--- src/rtl/multicycle_ctrl.sv ---
// multicycle_ctrl: multi-cycle sequencer for an RV32I datapath.
// Steps each instruction through FETCH/DECODE/EXECUTE/MEM/WRITEBACK and
// drives the datapath strobes. Illegal opcodes and memory timeouts trap.
// Optional build macro MC_PERF_CNT_EN adds cycle_count/retire_count ports.
//
// Handshake: imem_req/dmem_req stay high for as long as the FSM sits in
// FETCH/MEM. A transfer completes in the cycle where req and the matching
// *_ready are both high. A ready seen outside its own request state is
// ignored. MEM_TIMEOUT consecutive no-ready cycles in one request state
// cause a trap. A ready in the final allowed cycle still completes the
// transfer. MEM_TIMEOUT=0 disables the timeout.
module multicycle_ctrl #(
  parameter int MEM_TIMEOUT = 16
) (
  input  logic       clk,
  input  logic       rst_n,
  input  logic [6:0] opcode,
  input  logic       imem_ready,
  input  logic       dmem_ready,
  input  logic       branch_cond,
  output logic [2:0] state,
  output logic       imem_req,
  output logic       ir_write,
  output logic       pc_write,
  output logic       pc_src,
  output logic       alu_src,
  output logic [1:0] alu_op,
  output logic       dmem_req,
  output logic       dmem_we,
  output logic       reg_write,
  output logic       mem_to_reg,
  output logic       instr_retired,
  output logic       trap,
  output logic [1:0] trap_cause
`ifdef MC_PERF_CNT_EN
  ,
  output logic [31:0] cycle_count,
  output logic [31:0] retire_count
`endif
);

  typedef enum logic [2:0] {
    S_IDLE      = 3'd0,
    S_FETCH     = 3'd1,
    S_DECODE    = 3'd2,
    S_EXECUTE   = 3'd3,
    S_MEM       = 3'd4,
    S_WRITEBACK = 3'd5,
    S_TRAP      = 3'd6
  } state_e;

  typedef enum logic [2:0] {
    C_R, C_I, C_LOAD, C_STORE, C_BRANCH, C_ILLEGAL
  } cls_e;

  localparam logic [1:0] CAUSE_ILLEGAL = 2'b01;
  localparam logic [1:0] CAUSE_TIMEOUT = 2'b10;

  // A zero-width counter is not legal, so a disabled timeout keeps one bit.
  localparam int CW = (MEM_TIMEOUT > 0) ? $clog2(MEM_TIMEOUT + 1) : 1;
  localparam logic [CW-1:0] WAIT_LAST = CW'((MEM_TIMEOUT > 0) ? MEM_TIMEOUT - 1 : 0);

  function automatic cls_e classify(input logic [6:0] op);
    case (op)
      7'b0110011: classify = C_R;
      7'b0010011: classify = C_I;
      7'b0000011: classify = C_LOAD;
      7'b0100011: classify = C_STORE;
      7'b1100011: classify = C_BRANCH;
      default:    classify = C_ILLEGAL;
    endcase
  endfunction

  state_e        state_q, state_d;
  logic [6:0]    op_q, op_d;
  logic [CW-1:0] wait_q, wait_d;
  logic [1:0]    cause_q, cause_d;

  cls_e cls_in;   // class of the opcode presented during DECODE
  cls_e cls_q;    // class of the latched opcode
  logic cur_ready;
  logic timeout_hit;

  assign cls_in    = classify(opcode);
  assign cls_q     = classify(op_q);
  assign cur_ready = (state_q == S_FETCH) ? imem_ready : dmem_ready;
  assign timeout_hit = (MEM_TIMEOUT != 0) && (wait_q == WAIT_LAST) && !cur_ready;

  // Next-state, opcode latch, wait counter and trap cause.
  always_comb begin
    state_d = state_q;
    op_d    = op_q;
    cause_d = cause_q;
    if (((state_q == S_FETCH) || (state_q == S_MEM)) && !cur_ready)
      wait_d = wait_q + 1'b1;
    else
      wait_d = '0;

    case (state_q)
      S_IDLE: state_d = S_FETCH;
      S_FETCH: begin
        if (imem_ready) begin
          state_d = S_DECODE;
        end else if (timeout_hit) begin
          state_d = S_TRAP;
          cause_d = CAUSE_TIMEOUT;
        end
      end
      S_DECODE: begin
        op_d = opcode;
        if (cls_in == C_ILLEGAL) begin
          state_d = S_TRAP;
          cause_d = CAUSE_ILLEGAL;
        end else begin
          state_d = S_EXECUTE;
        end
      end
      S_EXECUTE: begin
        case (cls_q)
          C_R, C_I:        state_d = S_WRITEBACK;
          C_LOAD, C_STORE: state_d = S_MEM;
          C_BRANCH:        state_d = S_FETCH;
          default: begin
            state_d = S_TRAP;
            cause_d = CAUSE_ILLEGAL;
          end
        endcase
      end
      S_MEM: begin
        if (dmem_ready) begin
          state_d = (cls_q == C_STORE) ? S_FETCH : S_WRITEBACK;
        end else if (timeout_hit) begin
          state_d = S_TRAP;
          cause_d = CAUSE_TIMEOUT;
        end
      end
      S_WRITEBACK: state_d = S_FETCH;
      S_TRAP:      state_d = S_TRAP;
      default:     state_d = S_IDLE;
    endcase
  end

  // Sequencer state registers.
  always_ff @(posedge clk or negedge rst_n) begin
    if (!rst_n) begin
      state_q <= S_IDLE;
      op_q    <= '0;
      wait_q  <= '0;
      cause_q <= '0;
    end else begin
      state_q <= state_d;
      op_q    <= op_d;
      wait_q  <= wait_d;
      cause_q <= cause_d;
    end
  end

  // Moore strobes from state and latched class; ir/pc writes and retire also qualify on ready/branch_cond.
  always_comb begin
    imem_req      = 1'b0;
    ir_write      = 1'b0;
    pc_write      = 1'b0;
    pc_src        = 1'b0;
    alu_src       = 1'b0;
    alu_op        = 2'b00;
    dmem_req      = 1'b0;
    dmem_we       = 1'b0;
    reg_write     = 1'b0;
    mem_to_reg    = 1'b0;
    instr_retired = 1'b0;
    trap          = 1'b0;
    case (state_q)
      S_FETCH: begin
        imem_req = 1'b1;
        ir_write = imem_ready;
        pc_write = imem_ready;
      end
      S_EXECUTE: begin
        case (cls_q)
          C_R: alu_op = 2'b10;
          C_I: begin
            alu_src = 1'b1;
            alu_op  = 2'b10;
          end
          C_LOAD, C_STORE: alu_src = 1'b1;
          C_BRANCH: begin
            alu_op        = 2'b01;
            pc_src        = 1'b1;
            pc_write      = branch_cond;
            instr_retired = 1'b1;
          end
          default: ;
        endcase
      end
      S_MEM: begin
        dmem_req      = 1'b1;
        dmem_we       = (cls_q == C_STORE);
        alu_src       = 1'b1;
        instr_retired = dmem_ready && (cls_q == C_STORE);
      end
      S_WRITEBACK: begin
        reg_write     = 1'b1;
        mem_to_reg    = (cls_q == C_LOAD);
        instr_retired = 1'b1;
      end
      S_TRAP: trap = 1'b1;
      default: ;
    endcase
  end

  assign state      = state_q;
  assign trap_cause = cause_q;

`ifdef MC_PERF_CNT_EN
  logic [31:0] cycle_q, retire_q;

  // Activity and retirement counters; both wrap naturally.
  always_ff @(posedge clk or negedge rst_n) begin
    if (!rst_n) begin
      cycle_q  <= '0;
      retire_q <= '0;
    end else begin
      if ((state_q != S_IDLE) && (state_q != S_TRAP))
        cycle_q <= cycle_q + 32'd1;
      if (instr_retired)
        retire_q <= retire_q + 32'd1;
    end
  end

  assign cycle_count  = cycle_q;
  assign retire_count = retire_q;
`endif

endmodule
--- config.mk ---
export PLATFORM = sky130hd
export DESIGN_NAME = multicycle_ctrl
export DESIGN_NICKNAME = d
export VERILOG_FILES = /design/src/rtl/multicycle_ctrl.sv
export SDC_FILE = /design/constraint.sdc
export NUM_CORES = 1
export LEC_CHECK = 0
export CAP_MARGIN = 0
export CORE_UTILIZATION = 40
export CTS_BUF_LIST = sky130_fd_sc_hd__clkbuf_16
export CTS_CLUSTER_DIAMETER = 50
export DETAILED_ROUTE_END_ITERATION = 12
export DONT_BUFFER_PORTS = 1
export PLACE_DENSITY = 0.67
export SETUP_SLACK_MARGIN = 0.02
export SYNTH_ARGS = -nofsm -noshare
export SYNTH_HDL_FRONTEND = slang
export SYNTH_SLANG_ARGS = --single-unit
--- constraint.sdc ---
create_clock -name clk -period 1.6 [get_ports clk]
set_input_delay 0.16 -clock clk [delete_from_list [all_inputs] [get_ports clk]]
set_output_delay 0.16 -clock clk [all_outputs]
set_load 0.02 [all_outputs]
==> key figures, run 1 <==
Final layout
  • Layout cell share with drive strength beyond 1: 52.5%
  • Area growth from synthesis to layout: 37.9%
  • Fill count: 206
  • Most common cell after layout, fill and taps aside: buf_4
  • NumNets Final: 133
  • Diode count: 0
  • Fin cells: 146
  • Fin util: 60.9%
  • Commonest cells after routing, fill and taps aside: buf_4 (15), dfrtp_1 (13), nor2_1 (8)

Route
  • DRC Markers: 0
  • Drt pass-1 iters: 4
  • Vias per inst: roughly 5.6
  • WL per Instance: 15.7 um
  • DRT Wirelength: 2.30 mm
  • Antenna Nets Post-Route: 0
  • Via count: between 800 and 900
  • Initial DRC count: 13

Synthesis
  • Post-Syn Area: 0.00101 sq mm
  • Syn Area/Cell: 10.7 sq um
  • Cells after synthesis: 95
  • #FFs+latches synth: 17
  • Post-synth EDFFs: 0
  • Synth Net Count: 109
  • Ys Warns: 0
  • Synth cell types: 48
  • Main synth FF type: dfrtp_1
  • Sequential share of the synthesized area: a little over two fifths
  • Ys async rst share: 100%

STA
  • Worst clock skew: 0.00434 ns
  • Part of the cycle the worst path needs: 104%
  • Final hold violations: 0
  • Measured slew at the worst slew-check pin: 0.749 ns
  • Fin. max-slew vios: 0
  • Final setup viols: 5
  • Min Tclk post-route: 1.66 ns
  • Max Clock Freq: ~600 MHz
  • Unrepaired setup endpoints after global routing: true
  • Slew margin rel.: 49.9%
  • Setup TNS: -0.242 ns
  • Final WS setup: -0.0644 ns

Global routing
  • Global Route Usage Sum: between 15 and 20%
  • Initial antenna violation count: 0
  • Vias in the first global route: 806
  • GRT Residual Overflow: 0
  • First-pass GRT wire length: 3.59 mm
  • Largest net degree at the start of global routing: 18

Setup path
  • Crit start category: register
  • Required @ worst endpoint: approximately 1.4 ns
  • Critical path capture point type: primary output
  • Critical Path AT: approximately 1.5 ns
  • Critical path class: reg -> out
  • Critical path fanouts, max: 4
  • R2R Setup Slk: 0.10 ns

CTS
  • CTS tree: yes
  • Clk pin slew, worst setup/hold paths: 0.05 ns
  • Root Buffer: clkbuf_16
  • H-tree depth: 1
  • Total CTS buffers: 3
  • Clock Latency Late Sink: 0.24 ns
  • Bufs on Longest Clock Path: 2
  • CTS sink cnt: 17

Worst hold path
  • Hold Path Class: in -> reg

Floorplan
  • Die X: 52.4 um
  • Core area: 0.00230 sq mm
  • I/O pin cnt: 30
  • Cell Rows: 17
  • Die Ht: 52.4 um
  • Die area: 0.00274 sq mm
  • Starting Density: 44.2%

Pwr
  • Leak Pwr: 0.576 nW
  • PD cells: 1770 mW/mm^2
  • Worst vdd ir: 1.07 mV

Place
  • Detailed placer's ending HPWL: roughly 1.8 mm
  • # port buffers: 0
  • RD Place Congestion: 0.827
  • Setup WS pre-CTS: -0.0149 ns
  • Dpl cells: between 100 and 150

Status
  • Status: finished with violations
  • Violated checks: setup timing

Flow run
  • Max_cap viols: 0
==> power breakdown <==
part	leakage, nW	internal (W)	switching (W)
Combinational	0.327	0.000562	0.000647
Sequential	0.207	0.000587	0.000199
Clock	0.0423	0.000331	0.000150
==> stage by stage <==
step | cell area (sq um) | total power, W | hold WS, ns
final | 1400 | 0.00248 | 0.0540
after global routing | 1400 | 0.00262 | 0.0553
after CTS | 1330 | 0.00242 | 0.0529
after detailed placement | 1210 | 0.00189 | -0.135
after global placement | 1210 | 0.00185 | -0.135
after floorplan | 1060 | 0.00158 | -0.136
==> timing repair <==
action | 4_1_cts | 5_1_grt
hold buffers | 1 | 0
endpoints found under the setup margin | 10 | 11
gates cloned | 0 | 0
endpoints found under the hold margin | 17 | 0
buffers inserted | 0 | 1
resized for setup | 9 | 16
pin swaps | 2 | 7
==> metal layers <==
layer | wire length [um] | up-vias | global-route usage (%)
li1 | - | 388 | -
met3 | 157 | 2 | 4.06
met1 | 992 | 399 | 22.6
met2 | 1130 | 35 | 30.0
met5 | 0 | - | 0
met4 | 16 | 0 | 7.89
==> synthesized netlist by cell type (2+ instances only) <==
cell type	instances	area share, %
a21oi_1	2	0.99
and2_1	2	1.2
and3_1	2	1.2
dfrtp_1	17	42
ha_1	2	2.5
inv_1	3	1.1
mux2_2	6	6.7
nand2_1	8	3.0
nor2_1	11	4.1
nor4_1	3	1.8
o21ai_1	2	0.99
==> logic make-up (layout without fill, tap and decap cells) <==
logic type / after synthesis / in the layout / synth area share, %
fa+ha+maj: 2 / 2 / 2.47
flops: 17 / 17 / 41.9
buf+inv: 7 / 30 / 4.81
xor+xnor: 2 / 2 / 1.73
mux: 7 / 7 / 7.77
compound gates: 20 / 20 / 16.8
simple gates: 40 / 40 / 24.5
==> final timing paths <==
| kind | from | to | cells past startpoint |
|---|---|---|---|
| max | op_q[1] | instr_retired | 5 |
| min | opcode[0] | op_q[0] | 1 |
| max reg2reg | wait_q[0] | state[1] | 6 |
| min reg2reg | wait_q[0] | wait_q[0] | 1 |
| max in group asynchronous | rst_n | op_q[5] | 1 |
| min in group asynchronous | rst_n | wait_q[3] | 1 |
==> worst max-delay path, cell delays in order (launching register included) <==
cell	delay (ns)
dfrtp_1	0.37
and4bb_2	0.27
buf_4	0.15
a41oi_1	0.24
o22ai_2	0.10
buf_6	0.14
==> cell type report <==
cell class | count | area (sq um) | share of cell area [%]
timing repair buffer | 22 | 190 | 13.6
clock buffer | 3 | 75.1 | 5.37
inverter | 4 | 15.0 | 1.07
multi-input combinational | 71 | 649 | 46.4
sequential | 17 | 430 | 30.8
clock inverter | 1 | 3.75 | 0.268
tap | 28 | 35.0 | 2.50
==> state kept, by name (all words and copies together) (netlist names) <==
register / cells
op_q: 7
trap_cause: 2
wait_q: 5
state: 3
(Power assumes the default switching activity.)
==> run 2: changes to the inputs <==
--- a/config.mk
+++ b/config.mk
@@ -6,6 +6,7 @@
 export NUM_CORES = 1
 export LEC_CHECK = 0
 export CAP_MARGIN = 0
+export CORE_MARGIN = 2
 export CORE_UTILIZATION = 40
 export CTS_BUF_LIST = sky130_fd_sc_hd__clkbuf_16
 export CTS_CLUSTER_DIAMETER = 50
==> run 2 against run 1 <==
  * Cell count grew 4.8%
  * Die area grew 7.8%
  * Total power rose by 6.2%
  * Clock power rose by 3%
  * Combinational power up 12%
  * The flow still finishes with violations (setup timing)
  * Cell area is 3.3% higher
  * Clock-buffer cell count is the same
  * Setup slack lost 0.050 ns
  * Non-clock buffer count up 5
  * Via count increased by 3.2%
  * Critical endpoint is now alu_src
==> key figures, run 2 (same netlist as run 1, synthesis figures left out) <==
Pwr
  • Pwr Total: ~0.0026 W
  • Leak Pwr: 0.603 nW
  • PD cells: 1820 mW/mm^2
  • Worst vdd ir: between 1 and 1.5 mV

Final layout
  • Footprint of the multi-input gates: 661 sq um
  • Area growth from synthesis to layout: 42.4%
  • Largest register by flop count: op_q
  • Layout cell share with drive strength beyond 1: a little over half
  • Diode count: 0
  • Fill count: 214
  • NumNets Final: 138
  • Reg area: 429 sq um
  • Max FFs per register: 7
  • Fin util: about 59%
  • Most common cell after layout, fill and taps aside: buf_4
  • Final Cell Area: ~0.0014 sq mm
  • Commonest cells after routing, fill and taps aside: buf_4 (21), dfrtp_1 (14), nor2_1 (8)

Setup path
  • Critical Path AT: about 1.6 ns
  • R2R Setup Slk: 0.10 ns
  • Crit start category: register
  • Critical path fanouts, max: 3
  • Required @ worst endpoint: between 1 and 1.5 ns
  • Critical path capture point type: primary output
  • Critical path class: reg -> out

CTS
  • H-tree depth: 1
  • Root Buffer: clkbuf_16
  • Bufs on Longest Clock Path: 2
  • Clk pin slew, worst setup/hold paths: 0.05 ns
  • CTS sink cnt: 17
  • Clock Latency Late Sink: 0.25 ns
  • CTS tree: yes
  • Total CTS buffers: 3

Global routing
  • Initial antenna violation count: 0
  • Global Route Usage Sum: 19.1%
  • Largest net degree at the start of global routing: 18
  • Met3 Use GR: between 5 and 6%
  • GRT busiest layer: met2
  • M2 GR Usage: 32.7%
  • GRT Residual Overflow: 0
  • First-pass GRT wire length: 3.88 mm
  • Vias in the first global route: 794
  • Met1 Use GR: 21.8%

Floorplan
  • Cell Rows: 18
  • Starting Density: 41.7%
  • Die area: just under 0.003 sq mm
  • Core area: between 0.002 and 0.0025 sq mm
  • Die X: around 54 um
  • Die Ht: 54.4 um
  • I/O pin cnt: 30

STA
  • Final setup viols: 6
  • Min Tclk post-route: between 1.5 and 2 ns
  • Unrepaired setup endpoints after global routing: true
  • Max Clock Freq: a little under 600 MHz
  • Final WS setup: -0.115 ns
  • Min Hold Slack: 0.0593 ns
  • Measured slew at the worst slew-check pin: 0.760 ns
  • Worst clock skew: approximately 0.0023 ns
  • Fin. max-slew vios: 0
  • Slew margin rel.: around half
  • Final hold violations: 0
  • Part of the cycle the worst path needs: 107%

Place
  • Setup WS pre-CTS: -0.0148 ns
  • RD Place Congestion: 0.815
  • Placed instance area: between 0.001 and 0.0015 sq mm
  • Detailed placer's ending HPWL: approximately 1.8 mm
  • # port buffers: 0

Route
  • DRT Wirelength: 2.55 mm
  • Antenna Nets Post-Route: 0
  • DRC Markers: 0
  • WL per Instance: roughly 17 um
  • Initial DRC count: 16
  • Vias per inst: 5.56
  • Drt pass-1 iters: 4
  • Via count: 850

Flow run
  • Max_cap viols: 0

Worst hold path
  • Hold Path Class: in -> reg

Status
  • Violated checks: setup timing
  • Status: finished with violations
==> run 2: timing repair <==
item,4_1_cts,5_1_grt
hold buffers,1,0
setup endpoints to repair,11,12
buffers inserted,1,8
endpoints found under the hold margin,17,0
resized for setup,17,8
pin swaps,5,3
==> run 2: layout make-up <==
class / count / share of cell area, %
clock buffer: 3 / 5.19
clock inverter: 1 / 0.260
inverter: 4 / 1.04
multi-input combinational: 71 / 45.7
sequential: 17 / 29.7
tap: 30 / 2.60
timing repair buffer: 27 / 15.5
==> run 2: worst max-delay path, cell delays in order (launching register included) <==
cell      delay [ns]
dfrtp_1         0.37
and4bb_4        0.38
nand3_4         0.08
a211o_1         0.23
o21ai_1         0.08
buf_4           0.16
==> run 2: power breakdown <==
part | internal [W] | total [W] | switching [W] | leakage (nW)
clock | 0.000332 | 0.000496 | 0.000164 | 0.0423
combinational | 0.000648 | 0.00136 | 0.000713 | 0.353
sequential | 0.000584 | 0.000772 | 0.000188 | 0.208
total | 0.00156 | 0.00263 | 0.00106 | 0.603
==> run 2: layer usage <==
metal | part of all wire, % | vias up
met1 | 40 | 411
li1 | - | 397
met5 | 0 | -
met3 | 7.7 | 5
met4 | 1.8 | 0
met2 | 51 | 37
==> run 2: metrics by stage <==
step / setup TNS (ns) / instances
detailed placement: -0.0148 / 139
finish: -0.515 / 153
floorplan: 0 / 95
CTS: -0.412 / 145
global route: -0.847 / 153
global placement: 0 / 139
==> run 2: path summary, 6_finish.rpt <==
check                           depth (start not counted)      start             to
min in group asynchronous                               1      rst_n  trap_cause[0]
worst min-delay path                                    1  opcode[4]        op_q[4]
max in group asynchronous                               1      rst_n       state[1]
worst min register to register                          1    op_q[3]        op_q[3]
worst max-delay path                                    5    op_q[2]        alu_src
worst max register to register                          6  wait_q[0]       state[2]
==> run 3: changes to the inputs <==
--- a/config.mk
+++ b/config.mk
@@ -12,7 +12,7 @@
 export CTS_CLUSTER_DIAMETER = 50
 export DETAILED_ROUTE_END_ITERATION = 12
 export DONT_BUFFER_PORTS = 1
-export PLACE_DENSITY = 0.67
+export PLACE_DENSITY = 0.65
 export SETUP_SLACK_MARGIN = 0.02
 export SYNTH_ARGS = -nofsm -noshare
 export SYNTH_HDL_FRONTEND = slang
==> constraint.sdc (replaced) <==
create_clock -name clk -period 1.7 [get_ports clk]
set_input_delay 0.17 -clock clk [delete_from_list [all_inputs] [get_ports clk]]
set_output_delay 0.17 -clock clk [all_outputs]
set_load 0.02 [all_outputs]
==> run 3 against run 2 <==
  * The run now ends clean
  * Non-clock buffer count is 9 lower
  * Critical path depth is 1 lower
  * Die area stayed put
  * Clock-buffer cell count stayed put
  * First-iteration DRC count is 6.3% higher
  * Utilization is 6.2 points lower
  * Sequential cell count stayed put
  * Register-to-register slack better by 0.02 ns
  * Largest power group unchanged
  * Highest routed layer unchanged
==> key figures, run 3 (same netlist as run 1, synthesis figures left out) <==
Global routing
  • Vias in the first global route: 776
  • Global Route Usage Sum: 16.8%
  • First-pass GRT wire length: roughly 3.4 mm
  • GRT Residual Overflow: 0
  • Largest net degree at the start of global routing: 18
  • Initial antenna violation count: 0

Final layout
  • Final Cell Area: 0.00129 sq mm
  • Fin util: 53.2%
  • Commonest cells after routing, fill and taps aside: buf_4 (16), dfrtp_1 (15), nor2_1 (10)
  • Max FFs per register: 7
  • Fin cells: ~140
  • Layout cell share with drive strength beyond 1: 45.6%
  • Diode count: 0
  • Fill count: roughly 220
  • Area growth from synthesis to layout: 27.6%
  • Largest register by flop count: op_q
  • Most common cell after layout, fill and taps aside: buf_4
  • NumNets Final: roughly 130

Pwr
  • Leak Pwr: ~0.55 nW
  • Worst vdd ir: ~1.0 mV
  • Pwr Total: about 0.0023 W
  • PD cells: 1740 mW/mm^2

Route
  • Vias per inst: 5.71
  • DRC Markers: 0
  • Initial DRC count: 17
  • Drt pass-1 iters: 4
  • Via count: 822
  • DRT Wirelength: 2.22 mm
  • Antenna Nets Post-Route: 0
  • WL per Instance: roughly 15 um

Setup path
  • Critical path fanouts, max: 6
  • Critical Path AT: 1.50 ns
  • Required @ worst endpoint: 1.53 ns
  • Crit start category: register
  • R2R depth: 6
  • Critical path capture point type: primary output
  • Critical path class: reg -> out

Floorplan
  • Cell Rows: 18
  • Die X: between 50 and 60 um
  • Die area: 0.00296 sq mm
  • Starting Density: 41.7%
  • I/O pin cnt: 30
  • Core area: 0.00243 sq mm
  • Die Ht: 54.4 um

STA
  • Max Clock Freq: 600 MHz
  • Fin. max-slew vios: 0
  • Final hold violations: 0
  • Setup TNS: 0 ns
  • Measured slew at the worst slew-check pin: about 0.75 ns
  • Final setup viols: 0
  • Unrepaired setup endpoints after global routing: true
  • Worst clock skew: 0.00560 ns
  • Min Tclk post-route: approximately 1.7 ns
  • Slew margin rel.: 49.5%
  • Part of the cycle the worst path needs: 98.0%

Worst hold path
  • Hold Path Class: in -> reg
  • Hold depth: 1

CTS
  • H-tree depth: 1
  • Root Buffer: clkbuf_16
  • Clock Latency Late Sink: 0.25 ns
  • Total CTS buffers: 3
  • CTS tree: yes
  • CTS sink cnt: 17
  • Clk pin slew, worst setup/hold paths: approximately 0.050 ns
  • Bufs on Longest Clock Path: 2

Place
  • Dpl cells: 137
  • RD Place Congestion: 0.857
  • Detailed placer's ending HPWL: 1.69 mm
  • # port buffers: 0
  • Placed instance area: 0.00114 sq mm

Flow run
  • Max_cap viols: 0

Status
  • Status: completed
run 3: cell count changes in the layout (fill, tap and decap cells not counted), moves of 2 or more:
cell,delta
buf_6,-4
nor2_1,+2
nor2_4,-3
buf_4,-5
run 3: layout make-up:
type                    count  area [sq um]  share of cell area [%]
multi-input cells          71           594                    45.9
clock buffers               3          75.1                    5.80
flip-flops and latches     17           428                    33.0
well taps                  30          37.5                    2.90
clock inverters             1          3.75                   0.290
repair buffers             18           141                    10.9
inverters                   4          15.0                    1.16
run 3: worst paths after layout:
| kind | slack, ns | endpoint | start |
|---|---|---|---|
| hold reg to reg | 0.46 | wait_q[0] | wait_q[0] |
| min in group asynchronous | 0.43 | trap_cause[0] | rst_n |
| hold / removal | 0.06 | op_q[0] | opcode[0] |
| setup reg to reg | 0.12 | state[2] | wait_q[0] |
| setup / recovery | 0.03 | alu_src | op_q[3] |
| max in group asynchronous | 0.75 | state[2] | rst_n |
run 3: where the power goes:
group / internal [W] / total, W / switching (W)
Clock: 0.000312 / 0.000469 / 0.000157
Combinational: 0.000484 / 0.00107 / 0.000586
Sequential: 0.000547 / 0.000711 / 0.000164
Total: 0.00134 / 0.00225 / 0.000907
run 3: repair_timing:
item	CTS	global route
hold buffers	1	0
endpoints found under the setup margin	5	7
resized for setup	7	6
hold endpoints to repair	17	0
buffers inserted	2	0
pin swaps	2	3
run 3: per-stage QoR:
stage,hold slack (ns),worst slack (ns)
floorplan,-0.126,-0.0645
detailed placement,-0.125,0.0744
global placement,-0.125,0.154
finish,0.0575,0.0336
CTS,0.0552,0.0150
global route,0.0627,-0.0110
run 3: worst max-delay path, stage by stage (launching register included):
cell and delay, ns:
dfrtp_1 0.37, and4bb_2 0.34, nand3_2 0.14, a211o_1 0.27, o21ai_2 0.13
run 3: layer usage:
| metal | vias up | share of wire (%) | global-route usage (%) |
|---|---|---|---|
| met4 | 0 | 2.8 | 10.0 |
| met2 | 36 | 47 | 28.5 |
| met1 | 402 | 42 | 18.9 |
| met3 | 5 | 8.5 | 4.10 |
| li1 | 379 | - | - |
| met5 | - | 0 | 0 |
